`src/rtl/ring_pkg.sv`:
```
// Shared types and helpers for the ring_reader read side of the 4-entry word store.
package ring_pkg;

    localparam int RING_DEPTH = 4;
    localparam int RING_WIDTH = 32;
    localparam int RING_PTR_W = 2;

    // Phase tag attached to every stored word.
    typedef enum logic [1:0] {
        PASS = 2'd0,
        HALF = 2'd1,
        SHR  = 2'd2,
        ZERO = 2'd3
    } phase_e;

    // Reader control states.
    typedef enum logic {
        ST_WAIT    = 1'b0,
        ST_PRESENT = 1'b1
    } rd_state_e;

    // Map the writer's cycle counter onto its phase tag.
    function automatic phase_e classify_phase(input logic [7:0] cnt);
        phase_e ph;
        if (cnt == 8'h00) begin
            ph = PASS;
        end else if (cnt < 8'h80) begin
            ph = HALF;
        end else if (cnt < 8'hC0) begin
            ph = SHR;
        end else begin
            ph = ZERO;
        end
        return ph;
    endfunction

endpackage

```
`src/rtl/ring_slot_bank.sv`:
```
// Four tagged word slots: write port, per-slot valid bits, clear-on-load
// and detection of a write landing on a still-unread slot.
import ring_pkg::*;

module ring_slot_bank #(
    parameter int DEPTH = RING_DEPTH,
    parameter int WIDTH = RING_WIDTH
) (
    input  logic                  clk,
    input  logic                  reset,
    input  logic                  wr_en_i,
    input  logic [RING_PTR_W-1:0] wr_addr_i,
    input  logic [WIDTH-1:0]      wr_data_i,
    input  phase_e                wr_phase_i,
    input  logic                  ld_en_i,
    input  logic [RING_PTR_W-1:0] ld_addr_i,
    output logic                  sel_vld_o,
    output logic [WIDTH-1:0]      sel_data_o,
    output phase_e                sel_phase_o,
    output logic                  ovr_evt_o
);

    logic [DEPTH-1:0] vld_q;
    logic [DEPTH-1:0] vld_d;
    logic [WIDTH-1:0] data_q  [DEPTH];
    phase_e           phase_q [DEPTH];

    // Load clears the consumed slot; a write on the same edge re-arms it.
    always_comb begin
        vld_d = vld_q;
        if (ld_en_i) begin
            vld_d[ld_addr_i] = 1'b0;
        end
        if (wr_en_i) begin
            vld_d[wr_addr_i] = 1'b1;
        end
    end

    // Valid bits are the only slot state that needs a defined reset value.
    always_ff @(posedge clk) begin
        if (reset) begin
            vld_q <= '0;
        end else begin
            vld_q <= vld_d;
        end
    end

    // Word and phase storage, written unconditionally on the writer strobe.
    always_ff @(posedge clk) begin
        if (wr_en_i) begin
            data_q[wr_addr_i]  <= wr_data_i;
            phase_q[wr_addr_i] <= wr_phase_i;
        end
    end

    // A slot being drained on this edge hands its old word to the reader, so
    // overwriting it then loses nothing.
    assign ovr_evt_o   = wr_en_i && vld_q[wr_addr_i] &&
                         !(ld_en_i && (ld_addr_i == wr_addr_i));
    assign sel_vld_o   = vld_q[ld_addr_i];
    assign sel_data_o  = data_q[ld_addr_i];
    assign sel_phase_o = phase_q[ld_addr_i];

endmodule

```
`src/rtl/ring_reader.sv`:
```
// Read side of the 4-entry round-robin word store: drains slots strictly in
// pointer order over a valid/ready stream and flags overwritten slots.
// Optional feature macro: RING_READER_OVERRUN_CNT_EN enables the saturating
// overrun event counter; without it overrun_cnt is tied to zero.
import ring_pkg::*;

module ring_reader #(
    parameter int DEPTH = RING_DEPTH,
    parameter int WIDTH = RING_WIDTH
) (
    input  logic                  clk,
    input  logic                  reset,
    input  logic                  wr_en,
    input  logic [RING_PTR_W-1:0] wr_addr,
    input  logic [WIDTH-1:0]      wr_data,
    input  logic [7:0]            wr_cnt,
    output logic                  rd_valid,
    input  logic                  rd_ready,
    output logic [WIDTH-1:0]      rd_data,
    output logic [1:0]            rd_phase,
    output logic [RING_PTR_W-1:0] rd_addr,
    output logic                  overrun,
    input  logic                  clr,
    output logic [7:0]            overrun_cnt
);

    rd_state_e             state_q, state_d;
    logic [RING_PTR_W-1:0] rptr_q, rptr_d;
    logic                  load;
    logic                  slot_vld;
    logic [WIDTH-1:0]      slot_data;
    phase_e                slot_phase;
    logic                  ovr_evt;
    logic [WIDTH-1:0]      data_q;
    phase_e                phase_q;
    logic [RING_PTR_W-1:0] addr_q;
    logic                  overrun_q;

    ring_slot_bank #(
        .DEPTH (DEPTH),
        .WIDTH (WIDTH)
    ) u_bank (
        .clk         (clk),
        .reset       (reset),
        .wr_en_i     (wr_en),
        .wr_addr_i   (wr_addr),
        .wr_data_i   (wr_data),
        .wr_phase_i  (classify_phase(wr_cnt)),
        .ld_en_i     (load),
        .ld_addr_i   (rptr_q),
        .sel_vld_o   (slot_vld),
        .sel_data_o  (slot_data),
        .sel_phase_o (slot_phase),
        .ovr_evt_o   (ovr_evt)
    );

    // Next-state logic: load the slot under rptr whenever the output register
    // is free or being emptied this cycle.
    always_comb begin
        state_d = state_q;
        rptr_d  = rptr_q;
        load    = 1'b0;
        case (state_q)
            ST_WAIT: begin
                if (slot_vld) begin
                    load    = 1'b1;
                    state_d = ST_PRESENT;
                end
            end
            ST_PRESENT: begin
                if (rd_ready) begin
                    if (slot_vld) begin
                        load = 1'b1;
                    end else begin
                        state_d = ST_WAIT;
                    end
                end
            end
            default: state_d = ST_WAIT;
        endcase
        if (load) begin
            rptr_d = rptr_q + 1'b1;
        end
    end

    // State and read pointer registers.
    always_ff @(posedge clk) begin
        if (reset) begin
            state_q <= ST_WAIT;
            rptr_q  <= '0;
        end else begin
            state_q <= state_d;
            rptr_q  <= rptr_d;
        end
    end

    // Output word register; holds its contents until the next load.
    always_ff @(posedge clk) begin
        if (reset) begin
            data_q  <= '0;
            phase_q <= PASS;
            addr_q  <= '0;
        end else if (load) begin
            data_q  <= slot_data;
            phase_q <= slot_phase;
            addr_q  <= rptr_q;
        end
    end

    // Sticky overrun flag; a same-cycle event outranks clr.
    always_ff @(posedge clk) begin
        if (reset) begin
            overrun_q <= 1'b0;
        end else if (ovr_evt) begin
            overrun_q <= 1'b1;
        end else if (clr) begin
            overrun_q <= 1'b0;
        end
    end

`ifdef RING_READER_OVERRUN_CNT_EN
    logic [7:0] ocnt_q;

    // Saturating event counter; clr with a simultaneous event restarts at one.
    always_ff @(posedge clk) begin
        if (reset) begin
            ocnt_q <= 8'd0;
        end else if (ovr_evt && clr) begin
            ocnt_q <= 8'd1;
        end else if (clr) begin
            ocnt_q <= 8'd0;
        end else if (ovr_evt && (ocnt_q != 8'hFF)) begin
            ocnt_q <= ocnt_q + 8'd1;
        end
    end

    assign overrun_cnt = ocnt_q;
`else
    assign overrun_cnt = 8'd0;
`endif

    assign rd_valid = (state_q == ST_PRESENT);
    assign rd_data  = data_q;
    assign rd_phase = phase_q;
    assign rd_addr  = addr_q;
    assign overrun  = overrun_q;

endmodule

```
`config.mk`:
```
export PLATFORM = sky130hd
export DESIGN_NAME = ring_reader
export DESIGN_NICKNAME = d
export VERILOG_FILES = /design/src/rtl/ring_pkg.sv /design/src/rtl/ring_slot_bank.sv /design/src/rtl/ring_reader.sv
export SDC_FILE = /design/constraint.sdc
export NUM_CORES = 1
export LEC_CHECK = 0
export ABC_AREA = 1
export CAP_MARGIN = 20
export CORE_MARGIN = 1
export CORE_UTILIZATION = 39
export DETAILED_ROUTE_END_ITERATION = 16
export GPL_ROUTABILITY_DRIVEN = 0
export HOLD_SLACK_MARGIN = 0.08
export PLACE_DENSITY_LB_ADDON = 0.05
export SLEW_MARGIN = 20
export SYNTH_ARGS = -nofsm -noshare
export SYNTH_HDL_FRONTEND = slang
export SYNTH_SLANG_ARGS = --single-unit
```
`constraint.sdc`:
```
create_clock -name clk -period 6.8 [get_ports clk]
set_input_delay 0.68 -clock clk [delete_from_list [all_inputs] [get_ports clk]]
set_output_delay 0.68 -clock clk [all_outputs]
set_load 0.02 [all_outputs]
```
# After elaboration in Yosys (flattened, before gate mapping)
# Memory sizes are Yosys's and may differ from the RTL's. A register that Yosys moved wholly into a read port is not among the register bits.
# Index checks and enable logic that the tools add are counted.
dict set report totals {
  wordCells 49
  in_bits 47
  ff_bits 10
  output_inout_bits 46
  ramBits 136
  mem_count 2
}
dict set report classes {
  reduce_logical 8
  n_bitwise 4
  mux 22
  eq_ne 1
  order_cmp 6
  add_sub_neg 1
}
# name depth word_bits rd rd_ports_with_merged_regs write_ports line_no
set mem_list {}
lappend mem_list {u_bank.data_q 4 32 1 1 1 ring_slot_bank.sv:25} ;# logic [WIDTH-1:0] data_q [DEPTH];
lappend mem_list {u_bank.phase_q 4 2 1 1 1 ring_slot_bank.sv:26} ;# phase_e phase_q [DEPTH];
# cell count
set ops {}
lappend ops {{$lt 8x8->1 const B} 2}
lappend ops {{$mux 1} 12}
lappend ops {{$logic_not 8->1} 1}
lappend ops {{$mux 4} 2}
lappend ops {{$lt 2x3->1 const B} 2}
lappend ops {{$logic_and 1x1->1} 5}
lappend ops {{$and 4x4->4} 1}
lappend ops {{$bmux 1 s2} 2}
lappend ops {{$demux 1 s2} 2}
lappend ops {{$ge 2x1->1 const B} 2}
lappend ops {{$mux 2} 2}
lappend ops {{$not 4->4} 1}
lappend ops {{$or 4x4->4} 1}
lappend ops {{$pmux 1 s2} 2}
lappend ops {{$add 2x1->2 const B} 1}
lappend ops {{$eq 2x2->1} 1}
lappend ops {{$reduce_bool 2->1} 1}
lappend ops {{$logic_not 1->1} 1}
lappend ops {{$not 1->1} 1}

# Longest topological paths before layout
# Gate-level depths: netlist of run 1.
dict set report logic_depth {
  ltp_word 9
  depth_mapped 10
  depth_no_buf 8
}

# By module
# A second synthesis of run 1 with hierarchy kept.
dict set report unflattened {
  cells_unflattened 534
  hier_area_um2 6653.9
}
# module instances area_each_um2 cells_each seq_area_each_um2
set by_module_without_submodules {}
lappend by_module_without_submodules {ring_slot_bank 1 5151.2 342 4164.0}
lappend by_module_without_submodules {ring_reader 1 1502.7 192 800.8}

# Least setup slack after synthesis of run 1
# Ideal clock, no wire load.
dict set report synth_timing {
  kind {in2reg}
  start {in wr_en}
  end {mem u_bank.data_q[3][0] in the netlist's numbering (enable)}
  setup_ns 0.470
  stages 2
  path_buffers 0
  slack_ns 3.168
  arrival_ns 3.162
  cell_sequence {inv_1 -> nor3_1}
}
dict set report synth_via {
  elab_chain_cells 2
}
# element line_no
set synth_rtl {}
lappend synth_rtl {{start, declared} ring_reader.sv:13} ;# input logic wr_en,
lappend synth_rtl {{$mux 1} ring_slot_bank.sv:50} ;# if (wr_en_i) begin
lappend synth_rtl {{$mux 1 (not written as such)} ring_slot_bank.sv:51} ;# data_q[wr_addr_i] <= wr_data_i;
lappend synth_rtl {{end, declared} ring_slot_bank.sv:25}
# Every way passes these cells.

# Worst setup path after layout of run 1
dict set report layout_timing {
  start {reg rptr_q[0]}
  end {reg data_q[19] (netlist: rd_data[19]), read port of u_bank.data_q}
}
dict set report layout_via {
  elab_chain_cells 5
}
# element line_no
set layout_rtl {}
lappend layout_rtl {{start, declared} ring_reader.sv:28} ;# logic [RING_PTR_W-1:0] rptr_q, rptr_d;
lappend layout_rtl {{start signal, assigned} ring_reader.sv:93} ;# rptr_q <= rptr_d;
lappend layout_rtl {{$bmux 1 s2} ring_slot_bank.sv:60} ;# assign sel_vld_o = vld_q[ld_addr_i];
lappend layout_rtl {{$mux 1 (not written as such)} ring_slot_bank.sv:60}
lappend layout_rtl {{$mux 1} {ring_reader.sv:65, ring_reader.sv:72}}
lappend layout_rtl {{$mux 1} ring_reader.sv:71} ;# if (rd_ready) begin
lappend layout_rtl {{$pmux 1 s2} ring_reader.sv:63} ;# case (state_q)
lappend layout_rtl {{end, declared} ring_reader.sv:34} ;# logic [WIDTH-1:0] data_q;
# Parallel ways exist; a longest one is shown, timed or not. The select of a mux whose other input is x is not followed.
# A chain may end at the register's enable or synchronous reset.

==> run metrics, run 1 <==
result of the run=finished, final reports clean; vias per cell=4.81; RSZ-0062 raised after global routing=no; Hold Buf Count CTS=0; die width=137 um; sum of negative setup slack=0 ns; Crit Path Max Fanout=75; Pleak=~3.2 nW; Post-DP HPWL=8100 um; Period minus WS final=about 2.8 ns; Yosys cell types=24; worst path buffer plus inverter count=2; post-layout util=0.497; total track usage=0.176; post-cts sizing count=0; Mapped Cells=644; Critical Path End Type=register; global-route wire length before repair=24200 um; Power Total=3.49 mW; Slew HR=0.390; fin crit share=0.415; sequential element share of the synthesized area=0.703; synthesized area=between 7000 and 8000 um2; CTS HTree Levels=4; syn_area_per_cell=11.0 um2; required arrival time at the worst endpoint=7.11 ns; vias in the first global route=4517; clock skew=0.0126 ns; flops & latches, synth=180; area delta synth->final=22.9%; Post-CTS Setup Inserts=0; worst hold path type=reg -> reg; most frequent cells in the layout=nor2_1 (140), edfxtp_1 (136), nand2_1 (93); CP Launch Type=register; Setup violations, final=0; Routed Antenna Nets=0; DR iter-0 viols=250; Inserted Clock Buffers=17; Initial DRT Pass Iterations=4; Slew Limit Fails=0; Worst VDD drop=0.188 mV; most common cell after layout, fill and taps aside=nor2_1; net count reported at finish=769; CTS Buffer Depth=2; clock root buffer=clkbuf_16; largest net degree at the start of global routing=76; residual DRC count=0; clock slew seen by the registers of the worst setup and hold paths=0.07 ns; Warnings, synthesis=0; Worst path slowest cell=buf_4; initial antenna violation count=0; CP cell instances=buf_4 > inv_4 > nand2_1 > nand3_2 > nand2_4 > nand2_4 > nor2_1 > nor2_1; Worst-Margin Slew=0.914 ns; IO buf count=84; FP Rows=48; CP peak stage delay=0.63 ns; Max Freq=0.354 GHz; share of cells above drive strength 1=0.0657; initial core utilization=0.404; CTS Sinks=180; num ports=between 90 and 100; Max Cap Viol=0; Vias=between 4000 and 5000; CORE AREA=17500 um2; die area=~19000 um2; Antenna Cells=0; Final Hold Fails=0; Worst-Skew Late Latency=0.42 ns; CP arrival=3.14 ns; grt total ovfl=0; Setup CP Type=reg -> reg; pwr/cell area=402 nW/um2; wire per inst=15.8 um; CTS tree=done; DRT Wirelength=15100 um; Die Span Y=roughly 140 um; Largest delay share family, worst path=simple AND/OR/NAND/NOR gates
==> stage by stage <==
step / setup WS, ns / instances / instance area [um2] / hold WS [ns]
finish: 3.98 / 956 / 8680 / 0.467
global route: 3.60 / 956 / 8680 / 0.482
CTS: 3.92 / 956 / 8680 / 0.469
detailed placement: 3.92 / 924 / 8040 / 0.458
global placement: 4.05 / 924 / 8040 / 0.451
floorplan: 3.17 / 651 / 7090 / 0.452
==> Yosys cell counts, drive strengths merged <==
cell / n / area [um2]
nand2: 95 / 372
nor2: 140 / 526
ha: 4 / 50.1
clkinv: 1 / 3.75
clkbuf: 20 / 75.1
nand3: 13 / 75.1
buf: 22 / 165
o22ai: 34 / 213
edfxtp: 136 / 4080
dfxtp: 44 / 881
a31oi: 1 / 6.26
conb: 1 / 3.75
nor3: 3 / 15.0
a22oi: 1 / 7.51
a21oi: 9 / 45.0
o21ai: 68 / 340
nor4: 2 / 12.5
inv: 50 / 190
==> state kept, by name (all words and copies together) (netlist names) <==
signal	cells
rd_data	32
rd_phase	2
rd_addr	2
rptr_q	2
overrun	1
u_bank.vld_q	4
rd_valid	1
u_bank.phase_q	8
u_bank.data_q	128
==> final timing paths <==
path | from | endpoint | slack [ns] | cells after the start
worst max register to register | rptr_q[0] | rd_data[19] | 3.98 | 8
worst min register to register | rd_addr[0] | rd_addr[0] | 0.47 | 2
worst min-delay path | rd_addr[0] | rd_addr[0] | 0.47 | 2
worst max-delay path | rptr_q[0] | rd_data[19] | 3.98 | 8
==> report_power, final <==
group / internal, mW / switching (mW) / leakage, nW
logic: 0.381 / 0.630 / 1.30
clock network: 0.658 / 0.414 / 0.316
registers: 1.33 / 0.0805 / 1.62
total: 2.37 / 1.13 / 3.24
==> final cells by class <==
class	instances	area (um2)
sequential	180	4970
inverter	51	194
clock inverter	14	220
clock buffer	18	429
fill	1554	8790
tap	225	282
multi-input combinational	378	1710
timing repair buffer	90	886
==> worst register-to-register path, delay by kind of cell (launching register included) <==
kind	cells	cell delay, ns
DFF	1	0.31
and+or+nand+nor	6	1.27
buffers and inverters	2	1.14
==> per-layer routing <==
layer	vias to the layer above	track usage	share of wire
met1	2178	0.234	0.48
met3	17	0.0374	0.033
met4	0	0.0593	0.014
met2	91	0.285	0.47
met5	-	0	0
li1	2314	-	-
==> cells by family (layout without fill, tap and decap cells) <==
family,Yosys count,after routing,synth area share
AOI/OAI and AO/OA,113,113,0.0866
buffers and inverters,93,173,0.0615
and+or+nand+nor,253,253,0.142
adders and majority gates,4,4,0.00708
DFF,180,180,0.703
other,1,8,0.000531
Note: power is estimated with default switching activity, not from simulation.
==> run 2: changes to the inputs <==
==> constraint.sdc (replaced) <==
create_clock -name clk -period 2.6 [get_ports clk]
set_input_delay 0.26 -clock clk [delete_from_list [all_inputs] [get_ports clk]]
set_output_delay 0.26 -clock clk [all_outputs]
set_load 0.02 [all_outputs]
==> run 2 against run 1 <==
  * Register-to-register slack got worse by 3.2 ns
  * Setup slack got worse by 3.2 ns
  * Combinational power rose to 2.7 times the previous value
  * Non-clock buffer count is 8 higher
  * Clock skew fell by 0.0062 ns
  * Largest cell class unchanged
  * Largest power group unchanged
  * Highest routed layer unchanged
==> run metrics, run 2 (synthesized netlist as in run 1, its figures left out) <==
worst hold path type=in -> reg; worst setup margin=0.816 ns (-3.16 ns); Vias=4612 (+0.26%); Post-CTS Setup Inserts=0 (unchanged); Final Instance Area=8750 um2 (+0.71%); Antenna Cells=0 (unchanged); area delta synth->final=23.8%; clock skew=0.00646 ns (-0.00616 ns); CP Launch Type=register; Power Total=8.98 mW (+160%); Setup crit start=rptr_q[0]; residual DRC count=0 (unchanged); CTS tree=done; most common cell after layout, fill and taps aside=nor2_1; Initial DRT Pass Iterations=4 (unchanged); Pleak=3.26 nW (+0.76%); DRT Wirelength=15300 um (+0.95%); Max Cap Viol=0 (unchanged); sum of negative setup slack=0 ns (unchanged); Largest Register=u_bank.data_q; vias in the first global route=4297 (-4.9%); Crit Path Max Fanout=48 (-36%); flip-flop count of the largest register after layout=128 (unchanged); net count reported at finish=777 (+1.0%); die width=137 um (unchanged); Setup violations, final=0 (unchanged); Routed Antenna Nets=0 (unchanged); Final Hold Fails=0 (unchanged); most frequent cells in the layout=nor2_1 (140), edfxtp_1 (136), nand2_1 (93); grt total ovfl=0 (unchanged); Placed Cells=932 (+0.87%); Worst VDD drop=0.497 mV (+160%); Die Span Y=137 um (unchanged); end of the critical path=rd_phase[1]; largest net degree at the start of global routing=49 (-36%); CTS Sinks=180 (unchanged); Max Freq=0.560 GHz (+58%); result of the run=finished, final reports clean; num ports=93 (unchanged); fin crit share=0.686 (+0.271); Hold Buf Count CTS=0 (unchanged); Critical Path End Type=register; total track usage=0.176 (-0.000353); CTS HTree Levels=4 (unchanged); Sequential Area=4970 um2 (unchanged); reg2reg start=rptr_q[0]; post-cts sizing count=0 (unchanged); CTS Buffer Depth=2 (unchanged); global-route wire length before repair=23700 um (-1.7%); RSZ-0062 raised after global routing=no; post-layout util=0.500 (+0.00351); pwr/cell area=1030 nW/um2 (+160%); Setup CP Type=reg -> reg; wire per inst=15.9 um (+0.11%); Slew Limit Fails=0 (unchanged); Post-DP HPWL=8700 um (+7.4%); R2R Path End=rd_phase[1]; CP arrival=2.15 ns (-0.99 ns); required arrival time at the worst endpoint=2.97 ns (-4.14 ns); clock root buffer=clkbuf_16; initial antenna violation count=0 (unchanged); Placed Area=8160 um2 (+1.5%); fin cells=964 (+0.84%); Period minus WS final=1.78 ns (-1.04 ns); clock slew seen by the registers of the worst setup and hold paths=0.07 ns (about the same); share of cells above drive strength 1=0.0744 (+0.00876); hold slack=0.463 ns (-0.00366 ns); FP Rows=48 (unchanged); vias per cell=4.78 (-0.57%); area of the multi-input gates=1710 um2 (unchanged); Inserted Clock Buffers=17 (unchanged); DR iter-0 viols=287 (+15%); worst-case reg-to-reg path depth=6 (-2); IO buf count=84 (unchanged); Worst-Skew Late Latency=0.42 ns (about the same); fill cell count=1551 (-0.19%); Place WS=0.737 ns (-3.19 ns); r2r setup slk=0.82 ns (-3.16 ns); initial core utilization=0.404 (unchanged); die area=18700 um2 (unchanged); CORE AREA=17500 um2 (unchanged)
## run 2: cell types whose count changed in the layout (fill, tap and decap cells not counted), sizes merged
cell and change:
buf +8, bufinv -2, clkinv +3, clkinvlp +2, inv -3
## run 2: routing by layer
layer,vias up,share of wire,track usage
met5,-,0,0
met4,0,0.013,0.0648
met3,16,0.040,0.0370
met2,96,0.47,0.282
met1,2176,0.48,0.234
li1,2324,-,-
## run 2: worst min path at each step
stage / slack, ns / cells past startpoint / startpoint / endpoint
floorplan: 0.36 / 0 / wr_data[0] / u_bank.data_q[0][0]
global placement: 0.45 / 2 / rd_addr[0] / rd_addr[0]
detailed placement: 0.46 / 2 / rd_addr[0] / rd_addr[0]
CTS: 0.45 / 1 / wr_data[15] / u_bank.data_q[2][15]
global route: 0.47 / 1 / wr_data[13] / u_bank.data_q[0][13]
finish: 0.46 / 1 / wr_data[15] / u_bank.data_q[2][15]
## run 2: worst max-delay path, stage by stage (launching register included)
cell and delay, ns:
dfxtp_2 0.41, inv_4 0.27, buf_4 0.50, o21ai_0 0.15, o22ai_1 0.22, nor2_1 0.07, nor2_1 0.10
## run 2: cell type report
type | count | share of cell area
Clock buffer | 18 | 0.0491
Clock inverter | 14 | 0.0182
Inverter | 51 | 0.0222
Multi-Input combinational cell | 378 | 0.195
Sequential cell | 180 | 0.568
Tap cell | 225 | 0.0322
Timing Repair Buffer | 98 | 0.115
## run 2: power breakdown
| group | switching [mW] | leakage, nW | internal [mW] |
|---|---|---|---|
| registers | 0.200 | 1.62 | 3.48 |
| clock network | 1.06 | 0.284 | 1.50 |
| logic | 1.68 | 1.36 | 1.06 |
| total | 2.94 | 3.26 | 6.04 |
==> run 3: changes to the inputs <==
==> constraint.sdc (replaced) <==
create_clock -name clk -period 1.6 [get_ports clk]
set_input_delay 0.16 -clock clk [delete_from_list [all_inputs] [get_ports clk]]
set_output_delay 0.16 -clock clk [all_outputs]
set_load 0.02 [all_outputs]
==> run 3 against run 2 <==
  * Critical path depth is 5 lower
  * Count of clock-buffer cells in the layout rose by 2
  * Flip-flop and latch count is the same
  * Largest power group unchanged
  * Die area unchanged
  * Register-to-register slack worse by 0.65 ns
  * First-iteration DRC count fell by 18%
  * Cell area is 1.0% higher
  * Sequential power up 61%
  * Clock power increased by 49%
  * Global-route usage barely moved
==> run metrics, run 3 (synthesized netlist as in run 1, its figures left out) <==
most frequent cells in the layout=nor2_1 (140), edfxtp_1 (136), nand2_1 (93); Crit Path Max Fanout=2 (-96%); Setup CP Type=reg -> out; switching power=4.76 mW (+62%); fin crit share=0.956; CP arrival=1.37 ns (-0.78 ns); FP Rows=48 (unchanged); fill cell count=1570 (+1.2%); CP cell instances=clkdlybuf4s50_1; initial antenna violation count=0 (unchanged); Setup crit start=rd_data[30]; Power Total=14.4 mW (+61%); Setup violations, final=0 (unchanged); Worst path slowest cell=clkdlybuf4s50_1; largest net degree at the start of global routing=43 (-12%); clock skew=0.00564 ns (-0.000819 ns); Routed Antenna Nets=0 (unchanged); Antenna Cells=0 (unchanged); required arrival time at the worst endpoint=1.44 ns (-1.53 ns); RSZ-0062 raised after global routing=no; die area=18700 um2 (unchanged); worst-case reg-to-reg path depth=5 (-1); Max Freq=0.653 GHz; flip-flop count of the largest register after layout=128 (unchanged); clock slew seen by the registers of the worst setup and hold paths=0.06 ns (about the same); most common cell after layout, fill and taps aside=nor2_1; Crit path depth=1 (-5); Clk pwr share=0.265 (-0.021); num ports=93 (unchanged); vias in the first global route=4452 (+3.6%); total track usage=0.176 (+0.000243); Worst VDD drop=0.815 mV (+64%); DR iter-0 viols=234 (-18%); Pleak=3.32 nW (+1.8%); Hold Buf Count CTS=0 (unchanged); end of the critical path=rd_data[30]; grt total ovfl=0 (unchanged); Logic pwr share=0.325 (+0.021); Largest delay share family, worst path=buffers and inverters; Post-CTS Setup Inserts=0 (unchanged); net count reported at finish=787 (+1.3%); CTS tree=done; area delta synth->final=25.1%; Post-DP HPWL=8810 um (+1.2%); CORE AREA=17500 um2 (unchanged); CP peak stage delay=0.61 ns (+0.11 ns); post-cts sizing count=1 (+1); Inserted Clock Buffers=17 (unchanged); worst path buffer plus inverter count=1 (-1); R2R Path End=rd_data[12]; pwr/cell area=1630 nW/um2 (+59%); post-layout util=0.506 (+0.00523); share of cells above drive strength 1=0.0828 (+0.00835); wire per inst=15.9 um (+0.48%); Final Hold Fails=0 (unchanged); worst hold path type=in -> reg; Critical Path End Type=primary output; Initial DRT Pass Iterations=4 (unchanged); vias per cell=4.82 (+0.73%); die width=137 um (unchanged); initial core utilization=0.404 (unchanged); Worst-Skew Late Latency=0.42 ns (about the same); CTS Sinks=180 (unchanged); r2r setup slk=0.17 ns (-0.65 ns); CTS HTree Levels=4 (unchanged); global-route wire length before repair=24000 um (+1.2%); reg2reg start=rptr_q[0]; clock root buffer=clkbuf_16; Period minus WS final=1.53 ns; sequential share of power=0.410 (about the same); Vias=4694 (+1.8%); result of the run=finished, final reports clean; IO buf count=84 (unchanged); Slew Limit Fails=0 (unchanged); Largest Register=u_bank.data_q; CP Launch Type=register; Die Span Y=137 um (unchanged); DRT Wirelength=15500 um (+1.5%); CTS Buffer Depth=2 (unchanged); Power Internal=9.68 mW (+60%); residual DRC count=0 (unchanged); Max Cap Viol=0 (unchanged); switch share=0.330 (+0.00245)
==> run 3: changes by cell type in the layout (fill, tap and decap cells not counted), sizes merged <==
cell	delta
inv	-2
clkinvlp	-1
clkinv	+3
dlygate4sd2	+1
bufinv	-2
clkdlybuf4s50	-1
buf	+10
clkbuf	+2
==> run 3: power groups by stage <==
stage / registers [mW] / logic (mW) / clock network [mW]
2_1_floorplan: 6.50 / 2.49 / 0
3_3_place_gp: 6.00 / 4.72 / 0
3_5_place_dp: 6.02 / 4.78 / 0
4_1_cts: 5.93 / 4.79 / 3.91
5_1_grt: 5.99 / 5.26 / 4.09
6_report: 5.92 / 4.70 / 3.82
==> run 3: worst min-delay path by stage <==
stage	start	end	slack, ns	cells past startpoint
after CTS	wr_data[0]	u_bank.data_q[3][0]	0.36	1
after detailed placement	rd_addr[0]	rd_addr[0]	0.45	2
after global routing	wr_data[0]	u_bank.data_q[1][0]	0.37	1
after floorplan	wr_data[0]	u_bank.data_q[0][0]	0.26	0
after global placement	rd_addr[0]	rd_addr[0]	0.45	2
final	wr_data[0]	u_bank.data_q[3][0]	0.38	1
==> run 3: area by class of cell <==
cell class	instances	area (um2)	share of cell area
Inverter	51	194	0.0219
Multi-Input combinational cell	378	1730	0.195
Clock buffer	20	447	0.0505
Clock inverter	12	90.1	0.0102
Timing Repair Buffer	108	1130	0.128
Sequential cell	180	4970	0.562
Tap cell	225	282	0.0319
==> run 3: metal layers <==
metal  track usage  routed length (um)
met1         0.238                7380
met2         0.281                7400
met3        0.0333                 563
met4        0.0630                 165
met5             0                   0
==> run 3: metrics by stage <==
stage | TNS, ns | instances | instance area [um2] | setup WS [ns] | hold WS, ns
4_1_cts | 0 | 974 | 8840 | 0.0407 | 0.359
3_5_place_dp | -5.03 | 942 | 8300 | -0.0662 | 0.455
2_1_floorplan | -33.52 | 651 | 7110 | -0.481 | 0.259
3_3_place_gp | -5.43 | 942 | 8300 | -0.0578 | 0.451
5_1_grt | 0 | 974 | 8840 | 0.00874 | 0.373
6_report | 0 | 974 | 8840 | 0.0698 | 0.380
